**config.mk**
```make
export PLATFORM = sky130hd
export DESIGN_NAME = source_operand_pipe_flat
export DESIGN_NICKNAME = d
export VERILOG_FILES = /design/src/rtl/source_operand_pipe_pkg.sv /design/src/rtl/source_operand_pipe_if.sv /design/src/rtl/source_operand_ext.sv /design/src/rtl/source_operand_pipe.sv /design/src/flat_wrapper.sv
export SDC_FILE = /design/constraint.sdc
export NUM_CORES = 1
export LEC_CHECK = 0
export CORE_MARGIN = 3
export CORE_UTILIZATION = 51
export CTS_BUF_LIST = sky130_fd_sc_hd__clkbuf_4
export DETAILED_ROUTE_END_ITERATION = 12
export PLACE_DENSITY = 0.84
export SYNTH_ARGS = -nofsm -noshare
export SYNTH_HDL_FRONTEND = slang
export SYNTH_SLANG_ARGS = --single-unit
```
**constraint.sdc**
```tcl
create_clock -name clk -period 4.6 [get_ports clk]
set_input_delay 1.15 -clock clk [delete_from_list [all_inputs] [get_ports clk]]
set_output_delay 1.15 -clock clk [all_outputs]
set_load 0.01 [all_outputs]
```
**src/rtl/source_operand_pipe_pkg.sv**
```systemverilog
// -----------------------------------------------------------------------------
// operand_pkg
// Purpose : shared definitions for the source-operand pipe.
//           - 4-bit operand-select code values
//           - reserved-code test used by the extender
// Ports   : none (package)
// -----------------------------------------------------------------------------
package operand_pkg;

  localparam logic [3:0] IS_PASS_R  = 4'b0000;  // register value as-is
  localparam logic [3:0] IS_SIMM13  = 4'b0001;  // sign-extended imm[12:0]
  localparam logic [3:0] IS_SHCNT_I = 4'b0010;  // shift count from imm[4:0]
  localparam logic [3:0] IS_SHCNT_R = 4'b0011;  // shift count from r[4:0]
  localparam logic [3:0] IS_SETHI   = 4'b0100;  // imm left-justified
  localparam logic [3:0] IS_DISP    = 4'b0101;  // word displacement
  localparam logic [3:0] IS_ZIMM    = 4'b0110;  // zero-extended imm
  localparam logic [3:0] IS_SEL_I   = 4'b0111;  // imm[13] picks S13 or r

  // The whole upper half of the code space is reserved.
  function automatic logic is_reserved(input logic [3:0] sel);
    return sel[3];
  endfunction

endpackage

```
**src/rtl/source_operand_pipe_if.sv**
```systemverilog
// -----------------------------------------------------------------------------
// source_operand_pipe_if
// Purpose : bundles the request handshake, result handshake and status of the
//           source-operand pipe.
// Signals : in_valid/in_ready/in_is/in_r/in_imm   request side
//           out_valid/out_ready/out_n/out_illegal result side (FIFO head)
//           occupancy/err_count                   status
// Modports: master - the surrounding pipeline (drives requests, consumes results)
//           slave  - the operand pipe itself
// -----------------------------------------------------------------------------
interface source_operand_pipe_if #(
  parameter int DATA_W = 32,
  parameter int IMM_W  = 22,
  parameter int DEPTH  = 2
);

  localparam int CNT_W = $clog2(DEPTH) + 1;

  logic              in_valid;
  logic              in_ready;
  logic [3:0]        in_is;
  logic [DATA_W-1:0] in_r;
  logic [IMM_W-1:0]  in_imm;

  logic              out_valid;
  logic              out_ready;
  logic [DATA_W-1:0] out_n;
  logic              out_illegal;

  logic [CNT_W-1:0]  occupancy;
  logic [7:0]        err_count;

  modport master (
    output in_valid, in_is, in_r, in_imm, out_ready,
    input  in_ready, out_valid, out_n, out_illegal, occupancy, err_count
  );

  modport slave (
    input  in_valid, in_is, in_r, in_imm, out_ready,
    output in_ready, out_valid, out_n, out_illegal, occupancy, err_count
  );

endinterface

```
**src/rtl/source_operand_ext.sv**
```systemverilog
// -----------------------------------------------------------------------------
// source_operand_ext
// Purpose : combinational operand former. Maps an operand-select code plus
//           register value and immediate field to the second ALU operand.
//           Reserved codes give a zero result with the illegal flag set.
// Ports   : i_is      select code
//           i_r       register-file value
//           i_imm     immediate field
//           o_illegal select code was reserved
//           o_result  formed operand
// -----------------------------------------------------------------------------
module source_operand_ext
  import operand_pkg::*;
#(
  parameter int DATA_W = 32,
  parameter int IMM_W  = 22
) (
  input  logic [3:0]        i_is,
  input  logic [DATA_W-1:0] i_r,
  input  logic [IMM_W-1:0]  i_imm,
  output logic              o_illegal,
  output logic [DATA_W-1:0] o_result
);

  logic [DATA_W-1:0]       w_s13;
  logic signed [IMM_W+1:0] w_disp_raw;
  logic [DATA_W-1:0]       w_disp;

  assign w_s13 = {{(DATA_W-13){i_imm[12]}}, i_imm[12:0]};

  // Cast of a signed value to a wider size sign-extends; this also copes with
  // DATA_W == IMM_W+2 where an explicit replication count would be zero.
  assign w_disp_raw = {i_imm, 2'b00};
  assign w_disp     = DATA_W'(w_disp_raw);

  always_comb begin
    o_illegal = 1'b0;
    o_result  = '0;
    if (is_reserved(i_is)) begin
      o_illegal = 1'b1;
    end else begin
      case (i_is)
        IS_PASS_R:  o_result = i_r;
        IS_SIMM13:  o_result = w_s13;
        IS_SHCNT_I: o_result = DATA_W'(i_imm[4:0]);
        IS_SHCNT_R: o_result = DATA_W'(i_r[4:0]);
        IS_SETHI:   o_result = {i_imm, {(DATA_W-IMM_W){1'b0}}};
        IS_DISP:    o_result = w_disp;
        IS_ZIMM:    o_result = DATA_W'(i_imm);
        IS_SEL_I:   o_result = i_imm[13] ? w_s13 : i_r;
        default:    o_result = '0;
      endcase
    end
  end

endmodule

```
**src/rtl/source_operand_pipe.sv**
```systemverilog
// -----------------------------------------------------------------------------
// source_operand_pipe
// Purpose : forms the second ALU operand from the decoded request and queues
//           {illegal, result} in a small FIFO so the execute stage can stall
//           without losing operands. Counts accepted reserved-code requests.
// Ports   : clk    single clock, rising edge
//           reset  synchronous, active-high
//           bus    source_operand_pipe_if.slave (request, result, status)
// -----------------------------------------------------------------------------
module source_operand_pipe
  import operand_pkg::*;
#(
  parameter int DATA_W = 32,
  parameter int IMM_W  = 22,
  parameter int DEPTH  = 2
) (
  input logic                  clk,
  input logic                  reset,
  source_operand_pipe_if.slave bus
);

  localparam int PTR_W = $clog2(DEPTH);
  localparam int CNT_W = $clog2(DEPTH) + 1;

  if (DATA_W < IMM_W + 2) begin : g_bad_width
    $error("source_operand_pipe: DATA_W must be at least IMM_W+2");
  end
  if (IMM_W < 14) begin : g_bad_imm
    $error("source_operand_pipe: IMM_W must be at least 14");
  end
  if (DEPTH < 2 || (DEPTH & (DEPTH - 1)) != 0) begin : g_bad_depth
    $error("source_operand_pipe: DEPTH must be a power of two >= 2");
  end

  typedef struct packed {
    logic              illegal;
    logic [DATA_W-1:0] result;
  } entry_t;

  entry_t            r_mem [DEPTH];
  logic [PTR_W-1:0]  r_wr_ptr;
  logic [PTR_W-1:0]  r_rd_ptr;
  logic [CNT_W-1:0]  r_count;
  logic [7:0]        r_err_count;

  logic              w_ext_illegal;
  logic [DATA_W-1:0] w_ext_result;
  logic              w_in_ready;
  logic              w_out_valid;
  logic              w_push;
  logic              w_pop;
  entry_t            w_head;

  source_operand_ext #(
    .DATA_W (DATA_W),
    .IMM_W  (IMM_W)
  ) u_ext (
    .i_is      (bus.in_is),
    .i_r       (bus.in_r),
    .i_imm     (bus.in_imm),
    .o_illegal (w_ext_illegal),
    .o_result  (w_ext_result)
  );

  // in_ready depends only on the registered count, so a stalled consumer
  // never reaches back combinationally into decode.
  assign w_in_ready  = (r_count < CNT_W'(DEPTH));
  assign w_out_valid = (r_count != '0);
  assign w_push      = bus.in_valid && w_in_ready;
  assign w_pop       = w_out_valid && bus.out_ready;
  assign w_head      = r_mem[r_rd_ptr];

  assign bus.in_ready    = w_in_ready;
  assign bus.out_valid   = w_out_valid;
  assign bus.out_n       = w_out_valid ? w_head.result : '0;
  assign bus.out_illegal = w_out_valid & w_head.illegal;
  assign bus.occupancy   = r_count;
  assign bus.err_count   = r_err_count;

  // Storage needs no reset: the head is masked while the FIFO is empty.
  always_ff @(posedge clk) begin
    if (!reset && w_push) begin
      r_mem[r_wr_ptr] <= '{illegal: w_ext_illegal, result: w_ext_result};
    end
  end

  // Pointers wrap naturally because DEPTH is a power of two.
  always_ff @(posedge clk) begin
    if (reset) begin
      r_wr_ptr    <= '0;
      r_rd_ptr    <= '0;
      r_count     <= '0;
      r_err_count <= '0;
    end else begin
      if (w_push) begin
        r_wr_ptr <= r_wr_ptr + 1'b1;
      end
      if (w_pop) begin
        r_rd_ptr <= r_rd_ptr + 1'b1;
      end
      case ({w_push, w_pop})
        2'b10:   r_count <= r_count + 1'b1;
        2'b01:   r_count <= r_count - 1'b1;
        default: r_count <= r_count;
      endcase
      if (w_push && w_ext_illegal && (r_err_count != 8'hFF)) begin
        r_err_count <= r_err_count + 1'b1;
      end
    end
  end

endmodule

```
**src/flat_wrapper.sv**
```systemverilog
// flat-port wrapper written by rule: the top's interface ports become plain ports
module source_operand_pipe_flat import operand_pkg::*;
#(
  parameter int DATA_W = 32,
  parameter int IMM_W  = 22,
  parameter int DEPTH  = 2
)
  (clk, reset, bus_in_valid, bus_in_is, bus_in_r, bus_in_imm, bus_out_ready, bus_in_ready, bus_out_valid, bus_out_n, bus_out_illegal, bus_occupancy, bus_err_count);
  source_operand_pipe_if #(.DATA_W(DATA_W), .IMM_W(IMM_W), .DEPTH(DEPTH)) bus_i ();
  input logic clk;
  input logic reset;
  input wire logic [$bits(bus_i.in_valid)-1:0] bus_in_valid;
  input wire logic [$bits(bus_i.in_is)-1:0] bus_in_is;
  input wire logic [$bits(bus_i.in_r)-1:0] bus_in_r;
  input wire logic [$bits(bus_i.in_imm)-1:0] bus_in_imm;
  input wire logic [$bits(bus_i.out_ready)-1:0] bus_out_ready;
  output wire logic [$bits(bus_i.in_ready)-1:0] bus_in_ready;
  output wire logic [$bits(bus_i.out_valid)-1:0] bus_out_valid;
  output wire logic [$bits(bus_i.out_n)-1:0] bus_out_n;
  output wire logic [$bits(bus_i.out_illegal)-1:0] bus_out_illegal;
  output wire logic [$bits(bus_i.occupancy)-1:0] bus_occupancy;
  output wire logic [$bits(bus_i.err_count)-1:0] bus_err_count;
  assign bus_i.in_valid = bus_in_valid;
  assign bus_i.in_is = bus_in_is;
  assign bus_i.in_r = bus_in_r;
  assign bus_i.in_imm = bus_in_imm;
  assign bus_i.out_ready = bus_out_ready;
  assign bus_in_ready = bus_i.in_ready;
  assign bus_out_valid = bus_i.out_valid;
  assign bus_out_n = bus_i.out_n;
  assign bus_out_illegal = bus_i.out_illegal;
  assign bus_occupancy = bus_i.occupancy;
  assign bus_err_count = bus_i.err_count;
  source_operand_pipe #(.DATA_W(DATA_W), .IMM_W(IMM_W), .DEPTH(DEPTH)) u_core (.clk(clk), .reset(reset), .bus(bus_i));
endmodule
```
After elaboration in Yosys (flattened, before gate mapping)
Memories as Yosys holds them, arrays and structs flattened. A register that Yosys moved wholly into a read port is not among the register bits.
Index checks and enable logic that the tools add are counted.
{"block": "word_totals", "input_bits": 62, "word_cells": 41, "ramBits": 66, "output_inout_bits": 45, "mem_count": 1, "register_bits": 12, "rom_bits": 0, "latch_bits": 0}
{"block": "op_classes", "div": 0, "n_eq_ne": 10, "order_cmp": 1, "n_addsub": 5, "reduce_logical": 9, "n_mul": 0, "bitwise": 1, "n_shift": 0, "muxes": 10}
{"name": "u_core.r_mem", "words": 2, "width": 33, "read_ports": 1, "rd_ports_with_merged_regs": 1, "write_ports": 1, "line_no": "source_operand_pipe.sv:40", "source": "entry_t r_mem [DEPTH];"}
{"op": "32-bit one-hot mux with 8 select lines", "n": 1}
{"op": "32-bit two-way mux", "n": 3}
{"op": "4-bit by 3-bit == test with 1-bit output, second input constant", "n": 4}
{"op": "8-bit by 1-bit adder with 8-bit output, second input constant", "n": 1}
{"op": "4-bit by 2-bit == test with 1-bit output, second input constant", "n": 2}
{"op": "8-bit != test, second input constant", "n": 1}
{"op": "1-bit logical AND", "n": 5}
{"op": "1-bit two-way mux", "n": 5}
{"op": "4-bit by 1-bit == test with 1-bit output, second input constant", "n": 1}
{"op": "4-bit logical NOT", "n": 1}
{"op": "2-bit one-hot mux with 2 select lines", "n": 1}
{"op": "2-bit nonzero test", "n": 2}
{"op": "1-bit adder, second input constant", "n": 2}
{"op": "2-bit by 1-bit adder with 2-bit output, second input constant", "n": 1}
{"op": "2-bit by 1-bit == test with 1-bit output, second input constant", "n": 1}
{"op": "2-bit == test, second input constant", "n": 1}
{"op": "2-bit < comparator, second input constant", "n": 1}
{"op": "2-bit by 1-bit subtractor with 2-bit output, second input constant", "n": 1}
{"op": "1-bit bitwise AND", "n": 1}
{"op": "1-bit logical NOT", "n": 1}

Longest topological paths before layout
Gate-level depths: netlist of the first run.
{"block": "logic_depth", "ltp_word": 5, "mapped_depth": 6, "ltp_nobuf": 6}

By module
Synthesis of the first run repeated with hierarchy kept, for this count alone.
{"block": "unflattened", "cells_unflattened": 421, "hier_area_um2": 4533.1}
{"mod": "source_operand_pipe", "cells_per_inst": 217, "seq_area_each_um2": 2242.2, "area_per_inst_um2": 3159.3, "instances": 1}
{"mod": "source_operand_ext", "cells_per_inst": 204, "seq_area_each_um2": 0.0, "area_per_inst_um2": 1373.8, "instances": 1}

Worst setup path after synthesis of the first run
No wires, ideal clock.
{"block": "synth_path", "path_kind": "input to register", "from": "in reset", "to": "mem u_core.r_mem[1][0] (netlist name), enable pin", "t_arrival_ns": 3.840, "path_buffers": 1, "setup_ns": 0.471, "slack_ns": 0.289, "stages": 2, "required_ns": 4.129, "cell_sequence": "clkbuf_1 nor3b_1"}
{"block": "synth_between", "elab_chain_len": 4}
{"item": "start: declaration", "line_no": "flat_wrapper.sv:11", "source": "input logic reset;"}
{"item": "1-bit logical NOT", "line_no": "source_operand_pipe.sv:82", "source": "if (!reset && w_push) begin"}
{"item": "1-bit logical AND", "line_no": "source_operand_pipe.sv:82"}
{"item": "1-bit two-way mux", "line_no": "source_operand_pipe.sv:82"}
{"item": "1-bit two-way mux (not written as such)", "line_no": "source_operand_pipe.sv:83", "source": "r_mem[r_wr_ptr] <= '{illegal: w_ext_illegal, result: w_ext_result};"}
{"item": "end: declaration", "line_no": "source_operand_pipe.sv:40"}
Every way passes these cells.

==> qor.txt, run 1 <==
CTS hold repair buffers - 0
Slew @ Worst Pin - 1.046 ns
Max Buffers Root-to-Sink - 2
classification of the worst setup path - register to output port
Comb power frac - 0.371
initial antenna violation count - 1
worst min path class - register to register
RR Startpoint - u_core.bus.err_count[0]
DP HPWL - 7830 um
Total GRT Usage - 0.2262
Slew Limit Fails - 0
switching pwr - 0.7238 mW
Leak - 2.058 nW
sequential share of power - 0.399
vias in the first global route - 3,224
crit end category - output port
sequential fraction of the synthesis area - 0.5241
Post-synth top flop - edfxtp_1
Mapped Area - 4278 um^2
# clock sinks - 79
post-DR wirelength/cell - 18.62 um
Critical Path AT - 2.48 ns
Fmax achieved - 275.6 MHz
DP Worst Slack - 1.121 ns
worst-path cell chain - mux2i_1, nor2_1, clkdlybuf4s50_1
non-filler cells, final - 578
Clock Skew - 0.01652 ns
Synth area leaders - edfxtp_1 (46%), mux2i_1 (11%), dfxtp_1 (6.1%)
Yosys reg bits - 79
Mapped Nets - 437
Max-slew headroom - 0.3029
setup bufs post-CTS - 0
switching share of total power - 0.3004
final worst setup slack - 0.9711 ns
reg-to-reg setup timing slack - 2.85 ns
R2R depth - 4
CTS Buf Count - 9
height of the die - 97.59 um
total grt overflow - 0
Final min period - 3.629 ns
CP required - 3.45 ns
Rows - 32
placer congestion estimate - 0.8824
H-tree levels - 3
I/O Pins - 107
status - complete, no violations
post-placement cell count - 563
Final period util - 0.7889
via/cell ratio - 5.860
routed wire length - 10,760 um
worst setup path end - bus_out_n[22]
final hold vios - 0
DR pass1 iterations - 5
Reg-to-Reg End - u_core.bus.err_count[5]
Die Span X - 97.59 um
DP Area - 5391 um^2
CP max-delay cell - dfxtp_2
Post-synth ARST share - 0
peak supply drop - 0.0002953 V
cell taking the most area after synthesis - edfxtp_1
worst-path fanout max - 33
DRC Markers - 0
largest net degree at the start of global routing - 35
clk root buf - clkbuf_4
1st-iter DRT viols - 290
Vias - 3,387
commonest non-fill, non-tap cell in the layout - clkdlybuf4s50_1
Synth top area share - 0.4633
IO Port Bufs - 106
Clk pwr share - 0.230
crit path buf inv count - 1
Initial Util - 0.5396
Syn Inst Count - 373
die area - 9523 um^2
slowest cell delay on critical path - 1.04 ns
fin area - 5589 um^2
Nets - 536
Yosys warning count - 0
commonest cells after routing, fill and taps aside - clkdlybuf4s50_1 (106), edfxtp_1 (66), mux2i_1 (45), nor2_1 (44), nand2_1 (27)
CP delay by family, top - flip-flops
Area Overhead vs Synth - 30.65%
share of cells above drive strength 1 - 0.07789
Resized Gates After CTS - 0
CTS tree - built
Core ar. - 7928 um^2
Setup Viol. Count Final - 0
Setup TNS Final - 0 ns
Fill cells - 606
pwr/cell area - 431.1 nW/um^2
RSZ-0062 raised after global routing - false
Avg Cell Area, Syn - 11.47 um^2
Post-synth EDFFs - 66
clk_lat worst skew - 0.41 ns
Final ANT Viol Nets - 0
critical path depth in cells - 3
Internal - 1.686 mW
Max-Cap Viols - 0
Worst-path clk slew - 0.12 ns
startpoint types - register
first-pass GRT wire length - 16,970 um
Cell variety after synth - 57
power by group through the flow:
stage,combinational (mW),sequential [mW],clock [mW]
detailed placement,0.898,0.978,0
global route,0.959,0.975,0.594
global placement,0.886,0.973,0
floorplan,0.491,0.921,0
finish,0.894,0.961,0.555
CTS,0.904,0.964,0.563
state kept, by name, summed over array words and instances (netlist names), named ones only:
register and count:
u_core.r_wr_ptr 1, u_core.r_rd_ptr 1, u_core.r_mem 66, u_core.bus.err_count 8, u_core.bus.occupancy 2
worst register-to-register path: cells and delay by family (launching register included):
family | cells | cell delay [ns]
AOI/OAI and AO/OA | 1 | 0.44
DFF | 1 | 0.38
muxes | 1 | 0.35
adders and majority gates | 1 | 0.25
and+or+nand+nor | 1 | 0.23
cell type report:
class,count,area (um^2),share of cell area
sequential,79,2243,0.4014
multi-input combinational,251,1832,0.3277
timing repair buffer,115,1129,0.2019
tap,102,127.6,0.02283
clock inverter,4,120.1,0.02149
clock buffer,10,75.07,0.01343
inverter,16,60.06,0.01075
antenna,1,2.502,0.0004477
routing by layer:
metal / wire length (um) / GRT usage
met4: 272 / 0.08413
met2: 5432 / 0.3822
met1: 4405 / 0.2865
met5: 0 / 0
met3: 652 / 0.04594
stage by stage:
| stage | util | hold slack, ns | total power, mW |
|---|---|---|---|
| 6_report | 0.7050 | 0.5210 | 2.410 |
| 2_1_floorplan | - | 0.4725 | 1.412 |
| 5_1_grt | 0.7050 | 0.5740 | 2.528 |
| 3_5_place_dp | 0.6801 | 0.4975 | 1.875 |
| 4_1_cts | 0.7047 | 0.5319 | 2.431 |
| 3_3_place_gp | 0.6801 | 0.4860 | 1.859 |
worst min-delay path by stage:
stage / from / cells past startpoint / end
final: u_core.r_rd_ptr / 2 / register
after global routing: u_core.r_rd_ptr / 2 / u_core.r_rd_ptr
after CTS: u_core.r_rd_ptr / 2 / register
after detailed placement: u_core.r_rd_ptr / 2 / u_core.r_rd_ptr
after global placement: u_core.r_rd_ptr / 2 / u_core.r_rd_ptr
after floorplan: u_core.r_rd_ptr / 2 / register
cells in the mapped netlist (all sizes together), types with 6 or more instances:
library cell	instances
o2bb2ai	12
buf	21
nor2b	8
inv	16
edfxtp	66
nand2	27
clkbuf	6
mux2i	45
o221ai	6
a211o	9
a21oi	10
o211ai	6
dfxtp	13
nor2	45
a221o	6
cells by family after synthesis:
logic type               share of synthesized area
AO/OA/AOI/OAI                               0.1439
XOR/XNOR                                   0.01024
adder cells (fa/ha/maj)                   0.005849
buffers and inverters                      0.05060
flip-flops                                  0.5241
multiplexers                                0.1158
AND/OR/NAND/NOR                             0.1495
(Power assumes the default switching activity.)
==> run 2: changes to the inputs <==
==> constraint.sdc (replaced) <==
create_clock -name clk -period 3.5 [get_ports clk]
set_input_delay 0.875 -clock clk [delete_from_list [all_inputs] [get_ports clk]]
set_output_delay 0.875 -clock clk [all_outputs]
set_load 0.01 [all_outputs]
==> run 2 against run 1 <==
Effect of this change:
- cell area up 0.92%
- hold slack better by 0.018 ns
- count of clock-buffer cells in the layout down 1
- largest power group is now combinational cells
- combinational power up 44%
- power up 28%
- sequential power up 27%
- via count up 2.3%
- routed wire length up 2.6%
- clock power up 3%
- utilization up 0.65 points
- worst setup slack worse by 0.55 ns
- cell count up 1.4%
==> qor.txt, run 2 (synthesis gave the netlist of run 1 again) <==
status - complete, no violations (unchanged)
Register Area - 2243 um^2 (unchanged)
pwr/cell area - 547.2 nW/um^2 (was 431.1 nW/um^2)
clk_lat worst skew - 0.45 ns (was 0.41 ns)
Max-Cap Viols - 0 (unchanged)
Total GRT Usage - 0.2338 (was 0.2262)
final worst setup slack - 0.4224 ns (was 0.9711 ns)
Max-slew headroom - 0.5512 (was 0.3029)
Fmax achieved - 324.9 MHz
DP Area - 5494 um^2 (was 5391 um^2)
CP delay by family, top - buffers and inverters (was flip-flops)
total power - 3.086 mW (was 2.410 mW)
I/O Pins - 107 (unchanged)
footprint of the multi-input gates - 1844 um^2 (was 1832 um^2)
vias in the first global route - 3,418 (was 3,224)
Nets - 543 (was 536)
CP required - 2.62 ns (was 3.45 ns)
clk root buf - clkbuf_4 (unchanged)
final hold vios - 0 (unchanged)
post-placement cell count - 570 (was 563)
share of cells above drive strength 1 - 0.09504 (was 0.07789)
Slew Limit Fails - 0 (unchanged)
first-pass GRT wire length - 17,520 um (was 16,970 um)
1st-iter DRT viols - 336 (was 290)
Initial Util - 0.5396 (unchanged)
Final ANT Viol Nets - 0 (unchanged)
worst-path fanout max - 25 (was 33)
worst min path class - register to register (unchanged)
DP HPWL - 8185 um (was 7830 um)
crit end category - output port (unchanged)
setup bufs post-CTS - 0 (unchanged)
non-filler cells, final - 586 (was 578)
Final period util - 0.8793
worst-path cell chain - nor2_2, buf_12, nor2_1, clkdlybuf4s50_1 (was mux2i_1, nor2_1, clkdlybuf4s50_1)
Resized Gates After CTS - 0 (unchanged)
Reg with most FFs - u_core.r_mem (unchanged)
Clock Skew - 0.02499 ns (was 0.01652 ns)
crit path buf inv count - 2 (was 1)
# clock sinks - 79 (unchanged)
DP Worst Slack - 0.5065 ns (was 1.121 ns)
classification of the worst setup path - register to output port (unchanged)
Die Span X - 97.59 um (unchanged)
Setup TNS Final - 0 ns (unchanged)
Critical Path AT - 2.20 ns (was 2.48 ns)
height of the die - 97.59 um (unchanged)
Rows - 32 (unchanged)
largest net degree at the start of global routing - 28 (was 35)
CP max-delay cell - nor2_2 (was dfxtp_2)
Fill cells - 582 (was 606)
IO Port Bufs - 106 (unchanged)
commonest cells after routing, fill and taps aside - clkdlybuf4s50_1 (106), edfxtp_1 (66), mux2i_1 (45), nor2_1 (44), nand2_1 (27) (unchanged)
H-tree levels - 3 (unchanged)
Max Buffers Root-to-Sink - 2 (unchanged)
Slew @ Worst Pin - 0.6642 ns (was 1.046 ns)
Inserted Diodes - 0 (was 1)
commonest non-fill, non-tap cell in the layout - clkdlybuf4s50_1 (unchanged)
CTS tree - built (unchanged)
Leak - 2.076 nW (was 2.058 nW)
fin area - 5640 um^2 (was 5589 um^2)
peak supply drop - 0.0003415 V (was 0.0002953 V)
CTS hold repair buffers - 0 (unchanged)
Worst-path clk slew - 0.14 ns (was 0.12 ns)
die area - 9523 um^2 (unchanged)
slowest cell delay on critical path - 0.52 ns (was 1.04 ns)
RSZ-0062 raised after global routing - false (unchanged)
post-layout util - 0.7115 (was 0.7050)
post-DR wirelength/cell - 18.83 um (was 18.62 um)
Setup Viol. Count Final - 0 (unchanged)
Vias - 3,465 (was 3,387)
placer congestion estimate - 0.8623 (was 0.8824)
Core ar. - 7928 um^2 (unchanged)
total grt overflow - 0 (unchanged)
CTS Buf Count - 9 (unchanged)
Area Overhead vs Synth - 31.85% (was 30.65%)
startpoint types - register (unchanged)
routed wire length - 11,040 um (was 10,760 um)
final hold slack - 0.5393 ns (was 0.5210 ns)
via/cell ratio - 5.913 (was 5.860)
max FFs per register - 66 (unchanged)
DR pass1 iterations - 5 (unchanged)
Final min period - 3.078 ns
DRC Markers - 0 (unchanged)
initial antenna violation count - 0 (was 1)
## run 2: layout make-up
class	count	share of cell area
clock buffers	9	0.01198
clock inverters	7	0.01398
inverters	16	0.01065
multi-input cells	251	0.3270
flip-flops and latches	79	0.3977
well taps	102	0.02263
repair buffers	122	0.2161
## run 2: worst paths after layout
check	start	end	slack (ns)	cells after the start
setup / recovery	u_core.bus.occupancy[1]	bus_out_n[12]	0.42	4
hold / removal	u_core.r_rd_ptr	register	0.54	2
setup reg to reg	u_core.bus.occupancy[1]	u_core.bus.occupancy[1]	1.68	4
hold reg to reg	u_core.r_rd_ptr	register	0.54	2
## run 2: worst register-to-register path: cells and delay by family, from the launching register on
family | cells | cell delay [ns]
and+or+nand+nor | 2 | 0.76
DFF | 1 | 0.52
adders and majority gates | 1 | 0.34
AOI/OAI and AO/OA | 1 | 0.14
## run 2: metal layers
layer / up-vias / wire length [um] / GRT usage
met5: - / 0 / 0
met4: 0 / 318 / 0.1001
met3: 29 / 850 / 0.04092
met2: 172 / 5335 / 0.3843
met1: 1637 / 4531 / 0.3041
li1: 1627 / - / -
## run 2: power by group
| group | switching, mW | internal, mW |
|---|---|---|
| Clock | 0.348 | 0.224 |
| Combinational | 0.604 | 0.686 |
| Sequential | 0.0807 | 1.14 |
| Total | 1.03 | 2.05 |
==> RTL change, RTL diff (flow settings as in run 1) <==
`DATA_W` is set to 32 in 4 places; all go to 36.
--- a/src/rtl/source_operand_pipe_if.sv
+++ b/src/rtl/source_operand_pipe_if.sv
@@ -9,7 +9,7 @@
 //           slave  - the operand pipe itself
 // -----------------------------------------------------------------------------
 interface source_operand_pipe_if #(
-  parameter int DATA_W = 32,
+  parameter int DATA_W = 36,
   parameter int IMM_W  = 22,
   parameter int DEPTH  = 2
 );
--- a/src/rtl/source_operand_ext.sv
+++ b/src/rtl/source_operand_ext.sv
@@ -12,7 +12,7 @@
 module source_operand_ext
   import operand_pkg::*;
 #(
-  parameter int DATA_W = 32,
+  parameter int DATA_W = 36,
   parameter int IMM_W  = 22
 ) (
   input  logic [3:0]        i_is,
--- a/src/rtl/source_operand_pipe.sv
+++ b/src/rtl/source_operand_pipe.sv
@@ -10,7 +10,7 @@
 module source_operand_pipe
   import operand_pkg::*;
 #(
-  parameter int DATA_W = 32,
+  parameter int DATA_W = 36,
   parameter int IMM_W  = 22,
   parameter int DEPTH  = 2
 ) (
--- a/src/flat_wrapper.sv
+++ b/src/flat_wrapper.sv
@@ -1,7 +1,7 @@
 // flat-port wrapper written by rule: the top's interface ports become plain ports
 module source_operand_pipe_flat import operand_pkg::*;
 #(
-  parameter int DATA_W = 32,
+  parameter int DATA_W = 36,
   parameter int IMM_W  = 22,
   parameter int DEPTH  = 2
 )
Interface: changed (resized bus_in_r and bus_out_n); port bits go from 107 to 115. No check against the original RTL was run, so the function may have changed too.
==> RTL change against run 1 <==
  * Worst hold slack gained 0.015 ns
  * Clock skew shrank 0.0048 ns
  * Worst setup slack lost 0.019 ns
  * Total power grew 1.7%
  * Combinational power grew 5.9%
  * Core utilization shrank 0.59 points
  * Sequential cell count grew 8
  * Wire length grew 6.7%
  * Synthesized area grew 2.0%
  * Final cell count grew 4.0%
  * Final area grew 3.3%
  * Global-route usage grew 0.54 points
==> RTL change: results (changes against run 1) <==
Status -> finished clean (unchanged)
Metal2 WL -> 5570 um (was 5430 um)
# port buffers -> 114 (was 106)
Commonest cells in the synthesized netlist -> edfxtp_1 (74), nor2_1 (68), mux2i_1 (48) (was edfxtp_1 (66), mux2i_1 (45), nor2_1 (45))
Mean area per synthesized cell -> 11.5 um^2 (about the same)
Pint -> 1.67 mW (was 1.69 mW)
Reg2reg setup slack -> 2.27 ns (was 2.85 ns)
Reg2reg end -> u_core.bus.occupancy[1] (was u_core.bus.err_count[5])
Initial antenna violation count -> 0 (was 1)
Met3 usage -> 0.0460 (was 0.0459)
Post-synth EDFFs -> 74 (was 66)
Max FO, Critical Path -> 23 (was 33)
Layout cell share with drive strength beyond 1 -> 0.0726 (was 0.0779)
WP data arrival -> 2.50 ns (was 2.48 ns)
DP Wirelength -> 8320 um (was 7830 um)
Seq/Total Area, Yosys -> 0.569 (was 0.524)
DP Worst Slack -> 0.929 ns (was 1.12 ns)
Detailed Route WL -> 11500 um (was 10800 um)
Worst vdd ir -> 392 uV (was 295 uV)
Syn nets -> 449 (was 437)
Max reg flops -> 74 (was 66)
First-pass GRT wire length -> 17700 um (was 17000 um)
DRT met1 WL -> 4640 um (was 4410 um)
DR WL met3 -> 1050 um (was 652 um)
M2 GR Usage -> 0.382 (about the same)
Mux cell area share after synthesis -> 0.115 (was 0.116)
Adder-Cell Fraction of Synth Area -> 0.00574 (was 0.00585)
Pwr dens -> 424 nW/um^2 (was 431 nW/um^2)
Largest net degree at the start of global routing -> 24 (was 35)
# diodes -> 0 (was 1)
Area contributors post-synth -> edfxtp_1 (51%), mux2i_1 (11%), dfxtp_1 (6.0%) (was edfxtp_1 (46%), mux2i_1 (11%), dfxtp_1 (6.1%))
Post-route insts no fill -> 601 (was 578)
Routability cong. -> 0.839 (was 0.882)
Synth Area in Compound Gates -> 0.120 (was 0.144)
Leakage power -> 2.10 nW (was 2.06 nW)
Post-Route Skew -> 0.0117 ns (was 0.0165 ns)
Layout fillers -> 626 (was 606)
Tightest Pin Transition -> 1.39 ns (was 1.05 ns)
Combinational power share -> 0.386 (was 0.371)
HP Start -> u_core.bus.err_count[5] (was u_core.r_rd_ptr)
# nets final -> 559 (was 536)
DRT iter0 DRCs -> 327 (was 290)
Via count -> 3540 (was 3387)
CTS root buffer -> clkbuf_4 (unchanged)
Hold crit path type -> register to register (unchanged)
DP Area -> 5610 um^2 (was 5390 um^2)
Reg2reg path depth -> 6 (was 4)
DP Cell Count -> 585 (was 563)
Yosys cell types -> 48 (was 57)
Clock group share of total power -> 0.198 (was 0.230)
R2R Path Start -> u_core.bus.occupancy[1] (was u_core.bus.err_count[0])
Final Worst Setup Slack -> 0.952 ns (was 0.971 ns)
Worst-path clk slew -> 0.14 ns (was 0.12 ns)
Xor/xnor cell area share of the yosys netlist -> 0.0141 (was 0.0102)
Area grow syn2layout -> 32.3% (was 30.7%)
Via count of the first global-routing pass -> 3362 (was 3224)
Hold Slack -> 0.536 ns (was 0.521 ns)
GR Util All Layers -> 0.232 (was 0.226)
Clock Latency Late Sink -> 0.43 ns (was 0.41 ns)
==> RTL change: cell types whose count changed after synthesis, moves of 5 or more <==
cell / delta
inv_1: -9
nor2_1: +23
nor2b_1: -7
and3_1: +6
edfxtp_1: +8
o2bb2ai_1: -12
o221ai_1: -5
a221o_1: +8
o21ai_0: +10
==> RTL change: kinds of logic (layout without fill, tap and decap cells) <==
family	Yosys count	in the layout
buffers and inverters	32	147
adder cells (fa/ha/maj)	2	2
AO/OA/AOI/OAI	71	71
AND/OR/NAND/NOR	132	132
XOR/XNOR	7	7
multiplexers	50	50
flip-flops	87	87
==> RTL change: worst max-delay path: stages (launching register included) <==
cell and delay, ns:
dfxtp_2 0.67, buf_4 0.47, mux2i_1 0.34, nor2_1 0.07, clkdlybuf4s50_1 0.51
==> RTL change: layout make-up <==
cell class	instances	share of cell area
repair buffers	124	0.211
flip-flops and latches	87	0.430
multi-input cells	262	0.304
clock inverters	7	0.0165
clock buffers	9	0.0117
well taps	105	0.0228
inverters	7	0.00455
